$ cat src/rtl/controller_unit_pkg.sv
// Shared widths, instruction/address payloads, FSM state encoding and strobe decode
// for the upsampler sequencer.
package controller_unit_pkg;

   localparam int unsigned PS_ADDR_W   = 4;
   localparam int unsigned DRAM_ADDR_W = 8;
   localparam int unsigned CRAM_ADDR_W = 8;
   localparam int unsigned LEN_W       = 8;
   localparam int unsigned N_STROBES   = 12;

   // Allocation instruction as stored in the program store (26 bits, dptr in MSBs)
   typedef struct packed {
      logic [DRAM_ADDR_W-1:0] dptr;
      logic [CRAM_ADDR_W-1:0] cptr;
      logic [LEN_W-1:0]       len;
      logic                   sat_en;
      logic                   new_smp;
   } alloc_instr_t;

   // Address bus driven to one RAM port pair
   typedef struct packed {
      logic [DRAM_ADDR_W-1:0] dram_addr;
      logic [CRAM_ADDR_W-1:0] cram_addr;
   } addr_bus_t;

   typedef enum logic [3:0] {
      ST_IDLE  = 4'd0,
      ST_FETCH = 4'd1,
      ST_LOAD  = 4'd2,
      ST_CALC  = 4'd3,
      ST_RES   = 4'd4,
      ST_ERR   = 4'd5,
      ST_OUT   = 4'd6,
      ST_NEW   = 4'd7,
      ST_INCR  = 4'd8
   } state_t;

   // Active-low strobe vector, MSB first: en_ram_pa, en_ram_pb, en_mac, rw_regf,
   // rw_ramp1, rw_ramp2, r_alocinstr, mac_init, load, res_err, new_in, new_out
   function automatic logic [N_STROBES-1:0] strobe_decode(input state_t s);
      case (s)
         ST_FETCH: strobe_decode = 12'b1111_1101_1111;
         ST_LOAD:  strobe_decode = 12'b0100_1110_1111;
         ST_CALC:  strobe_decode = 12'b0001_1111_1111;
         ST_RES:   strobe_decode = 12'b1101_1111_0011;
         ST_ERR:   strobe_decode = 12'b1101_1111_0111;
         ST_OUT:   strobe_decode = 12'b1110_1111_1110;
         ST_NEW:   strobe_decode = 12'b1111_1111_1101;
         default:  strobe_decode = 12'b1111_1111_1111;
      endcase
   endfunction

endpackage

$ cat src/rtl/controller_unit.sv
// Moore sequencer: fetches allocation instructions, walks data/coef pointers through
// the MAC loop and steps the result/output/new-sample strobes.
import controller_unit_pkg::*;

module controller_unit (
   input  logic         clk,
   input  logic         rst,
   input  logic         en,
   input  alloc_instr_t allocs_word,
   output logic         en_ram_pa,
   output logic         en_ram_pb,
   output logic         en_mac,
   output logic         rw_regf,
   output logic         rw_ramp1,
   output logic         rw_ramp2,
   output logic         r_alocinstr,
   output logic         mac_init,
   output logic         load,
   output logic         res_err,
   output logic         new_in,
   output logic         new_out,
   output addr_bus_t    addr_bus_1,
   output addr_bus_t    addr_bus_2,
   output state_t       ostate
);

   state_t                 state;
   logic [PS_ADDR_W-1:0]   pc;
   alloc_instr_t           instr;
   logic [DRAM_ADDR_W-1:0] dptr;
   logic [CRAM_ADDR_W-1:0] cptr;
   logic [LEN_W-1:0]       cnt;
   addr_bus_t              hold_1;
   addr_bus_t              hold_2;

   // State, program counter, instruction and pointer/count registers
   always_ff @(posedge clk) begin
      if (rst) begin
         state  <= ST_IDLE;
         pc     <= '0;
         instr  <= '0;
         dptr   <= '0;
         cptr   <= '0;
         cnt    <= '0;
         hold_1 <= '0;
         hold_2 <= '0;
      end else begin
         hold_1 <= addr_bus_1;
         hold_2 <= addr_bus_2;
         case (state)
            ST_IDLE: begin
               if (en) state <= ST_FETCH;
            end
            ST_FETCH: begin
               instr <= allocs_word;
               state <= ST_LOAD;
            end
            ST_LOAD: begin
               dptr  <= instr.dptr;
               cptr  <= instr.cptr;
               // a zero-length loop still runs one MAC cycle
               cnt   <= (instr.len == '0) ? LEN_W'(1) : instr.len;
               state <= ST_CALC;
            end
            ST_CALC: begin
               dptr <= dptr + DRAM_ADDR_W'(1);
               cptr <= cptr + CRAM_ADDR_W'(1);
               cnt  <= cnt - LEN_W'(1);
               if (cnt == LEN_W'(1)) state <= instr.sat_en ? ST_ERR : ST_RES;
            end
            ST_RES, ST_ERR: state <= ST_OUT;
            ST_OUT:  state <= instr.new_smp ? ST_NEW : ST_INCR;
            ST_NEW:  state <= ST_INCR;
            ST_INCR: begin
               pc    <= pc + PS_ADDR_W'(1);
               state <= en ? ST_FETCH : ST_IDLE;
            end
            default: state <= ST_IDLE;
         endcase
      end
   end

   // Address buses: program address in fetch, pointers in calc, otherwise hold
   always_comb begin
      addr_bus_1 = hold_1;
      addr_bus_2 = hold_2;
      case (state)
         ST_FETCH: begin
            addr_bus_1.dram_addr = DRAM_ADDR_W'(pc);
            addr_bus_1.cram_addr = '0;
            addr_bus_2           = '0;
         end
         ST_CALC: begin
            addr_bus_1.dram_addr = dptr;
            addr_bus_1.cram_addr = '0;
            addr_bus_2.dram_addr = '0;
            addr_bus_2.cram_addr = cptr;
         end
         default: ;
      endcase
   end

   // Strobes are a pure decode of the current state
   assign {en_ram_pa, en_ram_pb, en_mac, rw_regf, rw_ramp1, rw_ramp2,
           r_alocinstr, mac_init, load, res_err, new_in, new_out} = strobe_decode(state);

   assign ostate = state;

endmodule

$ cat config.mk
export PLATFORM = sky130hd
export DESIGN_NAME = controller_unit
export DESIGN_NICKNAME = d
export VERILOG_FILES = /design/src/rtl/controller_unit_pkg.sv /design/src/rtl/controller_unit.sv
export SDC_FILE = /design/constraint.sdc
export NUM_CORES = 1
export LEC_CHECK = 0
export ABC_AREA = 1
export CAP_MARGIN = 20
export CORE_ASPECT_RATIO = 1.2
export CORE_MARGIN = 8
export CORE_UTILIZATION = 23
export DETAILED_ROUTE_END_ITERATION = 8
export GPL_TIMING_DRIVEN = 0
export PLACE_DENSITY = 0.45
export SYNTH_ARGS = -nofsm -noshare
export SYNTH_HDL_FRONTEND = slang
export SYNTH_SLANG_ARGS = --single-unit
$ cat constraint.sdc
create_clock -name clk -period 1.8 [get_ports clk]
set_input_delay 0.36 -clock clk [delete_from_list [all_inputs] [get_ports clk]]
set_output_delay 0.36 -clock clk [all_outputs]
set_load 0.005 [all_outputs]
==> out/qor.yml <==
synth_flop_cell: "dfxtp_1"
critPathLaunchType: "register"
tightest_slew_ns: 0.6832
syn_area_um2: 4013
critPathRequiredTime_ns: 1.44
cts_tree: "done"
synth_cells: 570
p_leak_nw: 2.577
dp_slack_ns: -0.5976
synth_top_area_frac: 0.4490
cp_max_fo: 5
final_antenna_net_count: 0
crit_type: "reg -> out"
multi_input_area_um2: 2145
post_synth_num_cell_types: 34
place.gp.congestion: 0.8082
finalPower_w: 0.008910
grt.busiest_layer: "met2"
post_drt_wl_per_cell_um: 15.54
diodes: 0
row_count: 53
routed_wl_um: 14540
slew_headroom: 0.5445
numPortBuffers: 74
synth-seq-area-share: 0.4490
layout_setup_ws_ns: -0.1895
synthTopCellsByArea: "dfxtp_1 45%, nor2_1 8.6%, nand2_1 8.4%, a21oi_1 6.7%, inv_1 6.5%"
numCtsBuffers: 9
synth.most_common_cell: "nor2_1"
num-fill-cells: 1787
pin_count: 77
start_util: 0.2318
drtIter0Drc: 239
fin_crit_sh: 1.105
overflow: 0
grt_pass1_vias: 4278
regToRegSetupSlack_ns: 0.07
post-route-util: 0.3606
dieArea_um2: 21950
dpl.hpwl_um: 10150
met1_usage: 0.1616
drt_first_pass_iters: 5
hold_viol_final: 0
clk_pin_slew_ns: 0.07
cts.path.max_buffers: 2
grt_use_total: 0.1344
cap_violations: 0
clock.fmax_mhz: 502.6
die_h_um: 160.7
grt_pass1_wl_um: 22860
final_nets: 746
cts_hold_buf: 0
area_delta_synth_final_pct: 55.53
power_density_nw_per_um2: 1428
synthArstFlopShare: 0
cp-end-kind: "output port"
syn_avg_cell_area_um2: 7.040
ys_ff_latch: 90
drive_gt1_frac: 0.2807
finClkSkew_ns: 0.007198
violations: "negative setup slack"
numClockSinks: 90
vias_per_cell: 4.509
setup_viol: 35
antenna_found_initial: 0
grt_max_degree: 15
status: "finished, violations left"
min_period_ns: 1.989
core-area_um2: 17310
grt_use_met2: 0.2277
synth_top_area_cell: "dfxtp_1"
yosys-top-cells-count: "92 x nor2_1, 90 x dfxtp_1, 90 x nand2_1, 69 x inv_1, 54 x a21oi_1"
clock-root-buffer: "clkbuf_16"
die_x_um: 136.6
worstPathArrival_ns: 1.63
drc: 0
slew_viol_final: 0
clk_latency_ns: 0.34
synth-edff-count: 0
hold_path.class: "reg -> reg"
cts_max_level: 3
yosys_warnings: 0
register_area_um2: 1814
rsz0062_at_grt: "true"
met3_usage: 0.03156
num_vias: 4220
ir_drop_mv: 0.5460
## metal layers
metal	wire length (um)	up-vias	part of all wire
met3	826	15	0.057
met4	235	0	0.016
met5	0	-	0
li1	-	2138	-
met2	7016	115	0.48
met1	6463	1952	0.44
## worst paths after layout
kind	startpoint	end	cells past startpoint
min	hold_2[8]	hold_2[8]	2
max	ostate[3]	addr_bus_1[10]	6
min reg2reg	hold_2[8]	hold_2[8]	2
max reg2reg	ostate[0]	dptr[7]	8
## what timing repair did
action                                  in CTS  in global routing
pin swaps                                   11                 14
cloned                                       3                  0
gates resized for setup                    279                 53
endpoints found under the setup margin      62                 53
setup buffers                               47                 12
## flip-flops by register name (all words and copies together) (netlist names)
signal  count
pc          4
cptr        8
cnt         8
hold_1     16
instr      26
dptr        8
ostate      4
hold_2     16
## metrics by stage
stage	setup TNS (ns)	cell area [um2]	hold slack, ns	instances
2_1_floorplan	0	4016	0.4246	571
3_3_place_gp	-27.26	5032	0.4321	865
3_5_place_dp	-28.42	5032	0.4381	865
4_1_cts	-5.049	6042	0.4462	930
5_1_grt	-6.414	6241	0.4647	936
6_report	-3.980	6241	0.4457	936
## cell type report
type / instances / area share
buffer: 30 / 0.04250
clock buffer: 11 / 0.03889
clock inverter: 4 / 0.008420
inverter: 72 / 0.04631
multi-input combinational: 379 / 0.3436
sequential: 90 / 0.2907
tap: 220 / 0.04411
timing repair buffer: 130 / 0.1854
## worst max-delay path, cell delays in order (launching register included)
cell and delay, ns:
dfxtp_4 0.37, nor2_4 0.21, nand3_2 0.13, buf_8 0.14, buf_12 0.13, o211ai_4 0.17
buf_2 0.15
## cell usage in the layout (no fill, tap or decap), types with 10 or more instances in the layout
cell,instances
nand2_1,64
nand2_4,16
o21ai_0,42
clkdlybuf4s50_1,32
nand3_1,27
buf_2,28
clkbuf_16,10
a21oi_1,53
dfxtp_1,86
nor2_1,78
nor2_2,11
nand2_2,11
nor3_1,21
buf_6,29
inv_1,63
buf_4,40
## where the power goes
group          internal [W]  total, W  leakage [nW]  switching, W
registers           0.00245   0.00287         0.735      0.000413
clock network       0.00111   0.00188         0.146      0.000772
logic               0.00194   0.00416          1.70       0.00222
## logic make-up (layout without fill, tap and decap cells)
group                      Yosys count  count (layout)  synth area share
and+or+nand+nor                    246             247            0.2585
AOI/OAI and AO/OA                  124             124            0.1678
buffers and inverters              103             247            0.1060
DFF                                 90              90            0.4490
adders and majority gates            5               5           0.01559
other                                1               2         0.0009346
xor gates and xnor gates             1               1          0.002183
Power figures use the tool's default switching activity.
